$ cat src/rtl/fetch_hazard_controller.sv
// Fetch-stage sequencer: turns branch redirects, load-use hazards and a slow
// instruction-memory handshake into PC / IF-ID / ID-EX stall and flush controls.
module fetch_hazard_controller #(
  parameter int REG_ADDR_W = 5,
  parameter int MAX_WAIT   = 15,
  parameter int CNT_W      = 16
) (
  input  logic                  clk,
  input  logic                  rst,
  input  logic                  PCSrcE,
  input  logic                  MemReadE,
  input  logic [REG_ADDR_W-1:0] RdE,
  input  logic [REG_ADDR_W-1:0] Rs1D,
  input  logic [REG_ADDR_W-1:0] Rs2D,
  input  logic                  imem_ready,
  output logic                  imem_req,
  output logic                  StallF,
  output logic                  StallD,
  output logic                  FlushD,
  output logic                  FlushE,
  output logic [CNT_W-1:0]      stall_count,
  output logic                  imem_timeout
);

  localparam int WAIT_W = $clog2(MAX_WAIT + 1);
  localparam logic [WAIT_W-1:0] WAIT_LIMIT = WAIT_W'(MAX_WAIT);
  localparam logic [WAIT_W-1:0] WAIT_EDGE  = WAIT_W'(MAX_WAIT - 1);

  typedef enum logic [1:0] {IDLE, FETCH, DROP} state_t;

  state_t            state_reg;
  logic [WAIT_W-1:0] wait_cnt_reg;
  logic [CNT_W-1:0]  stall_count_reg;
  logic              timeout_reg;
  logic              lu;

  assign lu = MemReadE && (RdE != '0) && ((RdE == Rs1D) || (RdE == Rs2D));

  // Redirect always beats load-use: a stalled decode instruction would be wrong-path.
  always_comb begin
    imem_req = 1'b0;
    StallF   = 1'b1;
    StallD   = 1'b0;
    FlushD   = 1'b1;
    FlushE   = 1'b1;
    case (state_reg)
      FETCH: begin
        imem_req = 1'b1;
        if (PCSrcE) begin
          StallF = 1'b0; StallD = 1'b0; FlushD = 1'b1; FlushE = 1'b1;
        end else if (lu) begin
          StallF = 1'b1; StallD = 1'b1; FlushD = 1'b0; FlushE = 1'b1;
        end else if (!imem_ready) begin
          StallF = 1'b1; StallD = 1'b0; FlushD = 1'b1; FlushE = 1'b0;
        end else begin
          StallF = 1'b0; StallD = 1'b0; FlushD = 1'b0; FlushE = 1'b0;
        end
      end
      DROP: begin
        imem_req = 1'b1;
        if (PCSrcE) begin
          StallF = 1'b0; StallD = 1'b0; FlushD = 1'b1; FlushE = 1'b1;
        end else if (lu) begin
          StallF = 1'b1; StallD = 1'b1; FlushD = 1'b0; FlushE = 1'b1;
        end else begin
          StallF = 1'b1; StallD = 1'b0; FlushD = 1'b1; FlushE = 1'b0;
        end
      end
      default: ;
    endcase
  end

  always_ff @(posedge clk or negedge rst) begin
    if (!rst) begin
      state_reg       <= IDLE;
      wait_cnt_reg    <= '0;
      stall_count_reg <= '0;
      timeout_reg     <= 1'b0;
    end else begin
      case (state_reg)
        IDLE:    state_reg <= FETCH;
        FETCH:   if (PCSrcE && !imem_ready) state_reg <= DROP;
        DROP:    if (imem_ready) state_reg <= FETCH;
        default: state_reg <= IDLE;
      endcase

      if (state_reg == IDLE || imem_ready)
        wait_cnt_reg <= '0;
      else if (wait_cnt_reg != WAIT_LIMIT)
        wait_cnt_reg <= wait_cnt_reg + WAIT_W'(1);

      // Flag on the edge that completes the MAX_WAIT-th consecutive miss.
      if (state_reg != IDLE && !imem_ready && wait_cnt_reg >= WAIT_EDGE)
        timeout_reg <= 1'b1;

      if (StallF && stall_count_reg != '1)
        stall_count_reg <= stall_count_reg + CNT_W'(1);
    end
  end

  assign stall_count  = stall_count_reg;
  assign imem_timeout = timeout_reg;

endmodule

$ cat config.mk
export PLATFORM = sky130hd
export DESIGN_NAME = fetch_hazard_controller
export DESIGN_NICKNAME = d
export VERILOG_FILES = /design/src/rtl/fetch_hazard_controller.sv
export SDC_FILE = /design/constraint.sdc
export NUM_CORES = 1
export LEC_CHECK = 0
export CAP_MARGIN = 25
export CORE_ASPECT_RATIO = 0.6
export CORE_UTILIZATION = 50
export DETAILED_ROUTE_END_ITERATION = 7
export GPL_TIMING_DRIVEN = 0
export PLACE_DENSITY = 0.85
export SETUP_SLACK_MARGIN = 0.05
export SYNTH_ARGS = -nofsm -noshare
export SYNTH_HDL_FRONTEND = slang
export SYNTH_SLANG_ARGS = --single-unit
export TNS_END_PERCENT = 50
$ cat constraint.sdc
create_clock -name clk -period 4.6 [get_ports clk]
set_clock_uncertainty 0.05 [all_clocks]
set_input_delay 0.92 -clock clk [delete_from_list [all_inputs] [get_ports clk]]
set_output_delay 0.92 -clock clk [all_outputs]
set_load 0.01 [all_outputs]
==> results of run 1 <==
## tightest hold or removal path: stages, from the launching register on
cell and delay, ns:
dfrtp_1 0.36, inv_1 0.04, o31ai_1 0.05
## final cells by class
cell class	count	area, um^2	share of cell area [%]
plain buffers	2	22.5	1.20
clock inverters	1	5.00	0.267
flip-flops and latches	23	576	30.7
repair buffers	42	438	23.3
multi-input cells	105	731	39.0
clock buffers	3	41.3	2.20
well taps	32	40.0	2.13
inverters	6	22.5	1.20
## cells in the final DEF, fill, tap and decap left out
cell type	count
clkdlybuf4s50_1	41
dfrtp_1	23
xnor2_1	14
xor2_1	12
nand3_1	9
nor2_1	8
nand2_1	8
nand4_1	8
ha_1	7
inv_1	6
nor3_1	5
nor2b_1	4
o21ai_0	4
and3_1	3
a21oi_1	3
clkbuf_8	3
or2_2	2
o21bai_1	2
buf_6	2
nand2b_1	2
a2111oi_0	2
a22oi_1	1
or4_4	1
o21ai_2	1
a21o_1	1
and4_1	1
nor4_1	1
or2_1	1
mux2_2	1
mux2i_1	1
a31oi_1	1
o211ai_1	1
o31ai_1	1
clkinv_2	1
buf_16	1
## stage by stage
step | area [um^2] | hold slack, ns | power (mW) | cells
after detailed placement | 1800 | 0.416 | 0.756 | 209
after floorplan | 1350 | 0.444 | 0.567 | 136
after global placement | 1800 | 0.401 | 0.739 | 209
after CTS | 1850 | 0.437 | 0.883 | 213
final | 1880 | 0.434 | 0.886 | 214
after global routing | 1880 | 0.457 | 0.948 | 214
## worst max path at each step
stage	startpoint	end	slack (ns)	cells past startpoint
floorplan	RdE[1]	FlushD	1.61	5
global placement	RdE[3]	StallF	0.57	8
detailed placement	RdE[0]	StallF	0.52	8
CTS	RdE[0]	StallF	0.51	8
global route	RdE[3]	StallF	0.39	8
finish	RdE[0]	StallF	0.49	8
## report_power, final
part | switching (mW) | leakage (nW) | internal [mW] | total, mW
clock network | 0.0678 | 0.0255 | 0.0606 | 0.128
logic | 0.209 | 0.460 | 0.240 | 0.450
registers | 0.0598 | 0.295 | 0.248 | 0.308
total | 0.337 | 0.780 | 0.549 | 0.886
## per-layer routing
layer  part of all wire, %  global-route usage (%)
met5                     0                       0
met4                     0                    4.08
met3                   4.2                    6.49
met2                    45                    39.8
met1                    51                    33.6
## cell families after synthesis
kind of cell	share of synthesized area, %
adders and majority gates	6.48
buffers and inverters	3.33
muxes	1.57
and+or+nand+nor	20.8
AOI/OAI and AO/OA	8.33
xor gates and xnor gates	16.9
DFF	42.6
==> metrics.md, run 1 <==
| Metric | Value |
|---|---|
| Hold WC Path Type | register to register |
| Clock root cell | clkbuf_8 |
| Hold_buf cts | 0 |
| Post-DP HPWL | 2.49 mm |
| Slew @ Worst Pin | 0.393 ns |
| Setup Viol. Count Final | 0 |
| Layout Nets | 210 |
| Reg2reg path depth | 9 |
| Final max-slew violation count | 0 |
| GPL Wtd Cong | 0.789 |
| Synth Area per Inst | 9.94 um^2 |
| Layout cell share with drive strength beyond 1 | 6.59% |
| Clk buf depth | 2 |
| Syn Inst Count | 136 |
| Pwr dens | 472 nW/um^2 |
| Async set-reset flop share out of synthesis | 100% |
| Post-synth EDFFs | 0 |
| Worst Hold Depth | 2 |
| Num ports | 42 |
| Post-synthesis cell area | 1350 um^2 |
| Crit path max-delay family | buffers and inverters |
| Fin util | 73.8% |
| CP max stage delay | 0.53 ns |
| # diodes | 0 |
| Routed len/inst | 15.4 um |
| Library cells used by synthesis | 31 |
| Startpoint Class | input pin |
| DRC | 0 |
| Clock tree from TritonCTS | built |
| Critical Path Most Common Cell | clkdlybuf4s50_1 |
| R2r startpoint | stall_count[7] |
| Setup TNS | 0 ns |
| Crit path required time | 3.63 ns |
| Synth top area share | 42.6% |
| Fill count | 187 |
| Ys flop type | dfrtp_1 |
| WS Path Type | input pin to output pin |
| Area Overhead vs Synth | 38.8% |
| Count leader, synth | dfrtp_1 |
| H-tree depth | 1 |
| Post-CTS setup buffer count | 0 |
| Cts bufs inserted | 3 |
| WL final | 3.30 mm |
| Min Tclk post-route | 4.11 ns |
| Max-slew headroom | 73.1% |
| Vias in the first global route | 1188 |
| DR pass1 iterations | 4 |
| Worst-Skew Late Latency | 0.27 ns |
| Clock Sinks | 23 |
| Max FO, Critical Path | 4 |
| Slowest CP cell | clkdlybuf4s50_1 |
| Run status | finished clean |
| R2R Path End | stall_count[8] |
| Dpl ws | 0.518 ns |
| Syn_nets | 163 |
| Antenna violations before repair | 0 |
| RSZ-0062 raised after global routing | false |
| Vias | 1156 |
| Placeable Area | 2540 um^2 |
| Crit path cell chain | clkdlybuf4s50_1, xor2_1, nor3_1, a22oi_1, or2_2, a21o_1, nand2_1, clkdlybuf4s50_1 |
| Critical path capture point type | output pin |
| Reg-to-reg setup timing slack | 2.44 ns |
| GRT Total Usage | 24.5% |
| Die width | 69.1 um |
| Synth top cells by count | 23 x dfrtp_1, 14 x xnor2_1, 12 x xor2_1, 9 x nand3_1 |
| Clock transition at path regs | 0.09 ns |
| Top cells by area, synth | dfrtp_1 43%, xnor2_1 9.1%, xor2_1 7.8% |
| Synth warnings | 0 |
| P_leak | 0.780 nW |
| Row Count | 14 |
| Fin crit share | 89.4% |
| Worst Hold End | imem_timeout |
| Via/cell ratio | 5.40 |
| Seq cells post-synth | 23 |
| Max_cap viols | 0 |
| First-pass GRT wire length | 5.57 mm |
| Hold Violations, Final | 0 |
| Maximum clock rate | 0.243 GHz |
| CTS-repair resized insts | 0 |
| Setup ws final | 0.486 ns |
| Area leader, netlist | dfrtp_1 |
| DRT iter0 DRCs | 25 |
| Hold path startpoint | imem_timeout |
| Pin count of the biggest net entering global routing | 24 |
| Sequential fraction of the synthesis area | 42.6% |
| Port bufs | 41 |
| Worst-case vdd ir drop | 0.321 mV |
| Antenna Nets Post-Route | 0 |
| Initial cell density of the core | 53.2% |
| CP arrival | 3.14 ns |
| Die ar. | 2920 um^2 |
| Chip height | 42.3 um |
| Total grt overflow | 0 |
| Largest register FFs | 16 |
| CP bufs+invs | 2 |
(Power assumes the default switching activity.)
==> run 2: changes to the inputs <==
--- a/config.mk
+++ b/config.mk
@@ -9,7 +9,6 @@
 export CORE_ASPECT_RATIO = 0.6
 export CORE_UTILIZATION = 50
 export DETAILED_ROUTE_END_ITERATION = 7
-export GPL_TIMING_DRIVEN = 0
 export PLACE_DENSITY = 0.85
 export SETUP_SLACK_MARGIN = 0.05
 export SYNTH_ARGS = -nofsm -noshare
==> run 2 against run 1 <==
  * Largest power group unchanged
  * Cell count is 0.93% lower
  * Register-to-register slack worse by 0.20 ns
  * Highest routed layer is now met4
  * Flip-flop and latch count stayed put
  * Sequential share of layout area is 0.39 points higher
  * Design area is 1.3% lower
  * Worst setup slack better by 0.074 ns
  * Maximum frequency is 1.8% higher
  * Clock power hardly changed
==> metrics.md, run 2 (synthesized netlist as in run 1, its figures left out) <==
| Metric | Value |
|---|---|
| Fill count | 195 |
| WS Path Type | input pin to output pin |
| Critical Path Most Common Cell | clkdlybuf4s50_1 |
| CP arrival | 3.07 ns |
| DRT iter0 DRCs | 47 |
| Placeable Area | 2540 um^2 |
| WL final | 3.20 mm |
| Largest register FFs | 16 |
| CP max stage delay | 0.58 ns |
| Min Tclk post-route | 4.04 ns |
| First-pass GRT wire length | 5.21 mm |
| CTS-repair resized insts | 0 |
| Total grt overflow | 0 |
| Slew @ Worst Pin | 0.521 ns |
| Hold Violations, Final | 0 |
| Slowest CP cell | clkdlybuf4s50_1 |
| Worst-case vdd ir drop | 0.336 mV |
| Area Overhead vs Synth | 37.0% |
| # diodes | 0 |
| Row Count | 14 |
| DR pass1 iterations | 4 |
| Clock root cell | clkbuf_8 |
| Cts bufs inserted | 3 |
| Max-slew headroom | 65.3% |
| Vias in the first global route | 1096 |
| Reg-to-reg setup timing slack | 2.24 ns |
| Most common library cell in the layout ignoring fill and taps | clkdlybuf4s50_1 |
| Max_cap viols | 0 |
| Hold_buf cts | 0 |
| Via/cell ratio | 5.38 |
| Num ports | 42 |
| Fin util | 72.9% |
| Antenna Nets Post-Route | 0 |
| Clock transition at path regs | 0.08 ns |
| Clock Sinks | 23 |
| Vias | 1141 |
| Max FO, Critical Path | 4 |
| Setup Viol. Count Final | 0 |
| GRT Total Usage | 23.2% |
| Most frequent cells in the layout | 41 x clkdlybuf4s50_1, 23 x dfrtp_1, 14 x xnor2_1 |
| P_leak | 0.765 nW |
| Placed cell count | 207 |
| Cell Count, Final, Fillers Out | 212 |
| Layout cell share with drive strength beyond 1 | 5.00% |
| Crit path cell chain | clkdlybuf4s50_1, or4_4, o21ai_2, or2_2, inv_1, o21ai_0, clkdlybuf4s50_1 |
| Critical path capture point type | output pin |
| Layout Nets | 208 |
| Crit path required time | 3.63 ns |
| GPL Wtd Cong | 0.775 |
| Clock tree from TritonCTS | built |
| Pwr dens | 459 nW/um^2 |
| Maximum clock rate | 0.247 GHz |
| DRC | 0 |
| Die ar. | 2920 um^2 |
| Initial cell density of the core | 53.2% |
| Setup TNS | 0 ns |
| Post-CTS setup buffer count | 0 |
| Post-DP HPWL | 2.49 mm |
| Chip height | 42.3 um |
| H-tree depth | 1 |
| Routed len/inst | 15.1 um |
| Antenna violations before repair | 0 |
| Hold WC Path Type | register to register |
| Clk buf depth | 2 |
| Pin count of the biggest net entering global routing | 24 |
| Final max-slew violation count | 0 |
| Startpoint Class | input pin |
| Die width | 69.1 um |
| Fin crit share | 87.8% |
| Run status | finished clean |
| Port bufs | 41 |
| RSZ-0062 raised after global routing | false |
| Worst-Skew Late Latency | 0.27 ns |
-- run 2: cell count changes in the layout (fill, tap and decap cells not counted) --
| cell | previous run | this run |
|---|---|---|
| clkbuf_1 | 0 | 1 |
| buf_6 | 2 | 0 |
| clkinv_2 | 1 | 0 |
-- run 2: final cells by class --
type                    count  area (um^2)  share of cell area (%)
well taps                  32         40.0                    2.16
clock buffers               4         45.0                    2.43
flip-flops and latches     23          576                    31.1
multi-input cells         105          731                    39.5
repair buffers             42          438                    23.6
inverters                   6         22.5                    1.22
-- run 2: routing by layer --
metal	wire length, um	share of wire [%]	vias up	track usage (%)
li1	-	-	563	-
met1	1660	52	550	34.4
met2	1380	43	24	34.2
met3	137	4.3	4	6.01
met4	18	0.56	0	4.90
met5	0	0	-	0
-- run 2: per-stage QoR --
step           total power [mW]  hold WS [ns]  area [um^2]  worst slack [ns]
2_1_floorplan             0.567         0.444         1350              1.61
3_3_place_gp              0.698         0.401         1780             0.594
3_5_place_dp              0.722         0.414         1780             0.537
4_1_cts                   0.847         0.434         1820             0.550
5_1_grt                   0.905         0.463         1850             0.462
6_report                  0.851         0.450         1850             0.559
-- run 2: path summary, 6_finish.rpt --
path,startpoint,end,cells after the start
setup / recovery,RdE[1],FlushD,7
hold / removal,imem_timeout,imem_timeout,2
setup reg to reg,state_reg[0],stall_count[1],7
hold reg to reg,imem_timeout,imem_timeout,2
max in group asynchronous,rst,stall_count[0],2
min in group asynchronous,rst,state_reg[1],1
-- run 2: worst max-delay path: cells and delay by family --
family                 cells  cell delay (ns)
buffers and inverters      3             1.12
AO/OA/AOI/OAI              2             0.28
AND/OR/NAND/NOR            2             0.74
-- run 2: where the power goes --
group	leakage (nW)	internal, mW	total [mW]	switching (mW)
Clock	0.0228	0.0620	0.127	0.0647
Sequential	0.295	0.248	0.309	0.0612
Combinational	0.448	0.209	0.415	0.206
==> run 3: changes to the inputs <==
--- a/config.mk
+++ b/config.mk
@@ -5,11 +5,12 @@
 export SDC_FILE = /design/constraint.sdc
 export NUM_CORES = 1
 export LEC_CHECK = 0
+export ABC_AREA = 1
 export CAP_MARGIN = 25
 export CORE_ASPECT_RATIO = 0.6
 export CORE_UTILIZATION = 50
 export DETAILED_ROUTE_END_ITERATION = 7
-export PLACE_DENSITY = 0.85
+export PLACE_DENSITY = 0.81
 export SETUP_SLACK_MARGIN = 0.05
 export SYNTH_ARGS = -nofsm -noshare
 export SYNTH_HDL_FRONTEND = slang
==> run 3 against run 2 <==
  * Global-route usage is 2.4 points lower
  * Routed wire length is 17% higher
  * Clock power is 5% lower
  * Non-clock buffer count stayed put
  * Via count is 36% higher
  * Maximum frequency is 6.2% higher
==> metrics.md, run 3 <==
| Metric | Value |
|---|---|
| Max_cap viols | 0 |
| Worst setup startpoint | RdE[4] |
| Most common library cell in the layout ignoring fill and taps | nand2_1 |
| Layout cell share with drive strength beyond 1 | 15.4% |
| Critical Path Most Common Cell | nand2_1 |
| Via/cell ratio | 4.90 |
| DRC | 0 |
| Startpoint Class | input pin |
| Setup ws final | 0.797 ns |
| Top cells by area, synth | dfrtp_1 33%, nand2_1 12%, nand2_2 7.6% |
| Worst-case vdd ir drop | 0.348 mV |
| Area leader, netlist | dfrtp_1 |
| Reg2reg path depth | 9 |
| Post-DP HPWL | 2.88 mm |
| Hold WC Path Type | register to register |
| Worst-Skew Late Latency | 0.26 ns |
| Clock transition at path regs | 0.08 ns |
| Maximum clock rate | 0.263 GHz |
| Placeable Area | 3260 um^2 |
| Clock tree from TritonCTS | built |
| Ys flop type | dfrtp_1 |
| Run status | finished clean |
| Async set-reset flop share out of synthesis | 100% |
| Num ports | 42 |
| Die ar. | 3690 um^2 |
| Library cells used by synthesis | 26 |
| R2R Path End | stall_count[11] |
| Syn Inst Count | 229 |
| H-tree depth | 1 |
| Number of cells on the critical path | 12 |
| Fill count | 282 |
| Clock root cell | clkbuf_8 |
| Synth top cells by count | 57 x nand2_1, 26 x nand3_1, 24 x inv_1, 23 x dfrtp_1, 21 x nand2_2 |
| Crit path max-delay family | buffers and inverters |
| CP max stage delay | 0.56 ns |
| WL final | 3.74 mm |
| Most frequent cells in the layout | 57 x nand2_1, 41 x clkdlybuf4s50_1, 26 x nand3_1 |
| Hold Violations, Final | 0 |
| GRT Total Usage | 20.8% |
| Clock Sinks | 23 |
| Routed len/inst | 11.8 um |
| Die width | 77.8 um |
| Setup Viol. Count Final | 0 |
| Largest register FFs | 16 |
| Clk buf depth | 2 |
| Synth warnings | 0 |
| R2r startpoint | stall_count[0] |
| Slowest CP cell | clkdlybuf4s50_1 |
| Fin util | 67.5% |
| Post-synthesis cell area | 1720 um^2 |
| Chip height | 47.5 um |
| DR pass1 iterations | 4 |
| GPL Wtd Cong | 0.794 |
| Fin crit share | 82.7% |
| Vias in the first global route | 1310 |
| Antenna Nets Post-Route | 0 |
| Total grt overflow | 0 |
| Layout Nets | 300 |
| Seq cells post-synth | 23 |
| Synth top area share | 33.4% |
| Final max-slew violation count | 0 |
| Crit path required time | 3.63 ns |
| CP bufs+invs | 3 |
| Initial cell density of the core | 52.8% |
| P_leak | 1.09 nW |
| Syn_nets | 256 |
| Max FO, Critical Path | 19 |
| Critical path capture point type | output pin |
| WS Path Type | input pin to output pin |
| Post-CTS setup buffer count | 0 |
| Sequential fraction of the synthesis area | 33.4% |
| DRT iter0 DRCs | 115 |
| Crit path cell chain | clkdlybuf4s50_1, inv_2, nand2_1, nand2_1, nor2_1, nand3_1, nand2_1, nand2_2, nand2_2, nand2_4, nand2_8, clkdlybuf4s50_1 |
| Min Tclk post-route | 3.80 ns |
| RSZ-0062 raised after global routing | false |
| Antenna violations before repair | 0 |
| Row Count | 16 |
| Cts bufs inserted | 3 |
| Synth Area per Inst | 7.52 um^2 |
| Critical Path Sink | StallF |
| Vias | 1552 |
| CTS-repair resized insts | 0 |
| Max-slew headroom | 70.4% |
| Count leader, synth | nand2_1 |
| CP arrival | 2.83 ns |
| Reg-to-reg setup timing slack | 2.82 ns |
| Setup TNS | 0 ns |
| Port bufs | 41 |
| Dpl ws | 0.799 ns |
| Post-synth EDFFs | 0 |
| Pin count of the biggest net entering global routing | 24 |
| Hold_buf cts | 0 |
| Area Overhead vs Synth | 28.0% |
| Slew @ Worst Pin | 0.441 ns |
| Pwr dens | 402 nW/um^2 |
| # diodes | 0 |
| First-pass GRT wire length | 5.91 mm |
## run 3: changes by cell type in the layout (fill, tap and decap cells not counted), moves of 5 or more
cell and delta:
inv_1 +18, inv_2 +5, nand2_1 +49, nand2_2 +21
nand3_1 +17, nand4_1 -5, nor2_1 +8, xnor2_1 -7
## run 3: logic make-up (layout without fill, tap and decap cells)
logic type | count (synthesis) | after routing | share of synthesized area [%]
AND/OR/NAND/NOR | 140 | 140 | 41.6
AO/OA/AOI/OAI | 11 | 11 | 3.27
XOR/XNOR | 15 | 15 | 7.63
flip-flops | 23 | 23 | 33.4
buffers and inverters | 33 | 76 | 9.01
adder cells (fa/ha/maj) | 7 | 7 | 5.09
## run 3: final cells by class
class | count | area (um^2) | share of cell area (%)
clock inverters | 1 | 5.00 | 0.227
multi-input cells | 173 | 991 | 45.0
repair buffers | 42 | 422 | 19.1
well taps | 45 | 56.3 | 2.56
flip-flops and latches | 23 | 576 | 26.1
clock buffers | 3 | 41.3 | 1.87
inverters | 30 | 113 | 5.11
## run 3: report_power, final
part	switching (mW)	internal, mW	total [mW]
combinational	0.275	0.204	0.478
sequential	0.0479	0.239	0.287
clock	0.0610	0.0603	0.121
total	0.383	0.503	0.886
## run 3: metal layers
metal	wire, um	track usage [%]	vias up
met5	0	0	-
met4	12	2.26	0
met3	177	4.00	2
met2	1560	31.5	39
met1	1990	31.8	701
li1	-	-	810
## run 3: how the worst min path moves through the flow
| stage | start | to | slack, ns | cells past startpoint |
|---|---|---|---|---|
| final | imem_timeout | imem_timeout | 0.42 | 2 |
| after floorplan | wait_cnt_reg[2] | wait_cnt_reg[2] | 0.42 | 1 |
| after global placement | imem_timeout | imem_timeout | 0.40 | 2 |
| after CTS | imem_timeout | imem_timeout | 0.43 | 2 |
| after global routing | imem_timeout | imem_timeout | 0.47 | 2 |
| after detailed placement | imem_timeout | imem_timeout | 0.41 | 2 |
## run 3: tightest hold or removal path, stage by stage (launching register included)
cell     delay, ns
dfrtp_1       0.35
inv_1         0.04
nand2_1       0.05
## run 3: metrics by stage
stage          cells  hold slack, ns  cell area (um^2)  total power [mW]
2_1_floorplan    229           0.415              1720             0.643
3_3_place_gp     312           0.398              2150             0.754
3_5_place_dp     312           0.413              2150             0.764
4_1_cts          316           0.435              2190             0.889
5_1_grt          317           0.466              2200             0.949
6_report         317           0.422              2200             0.886
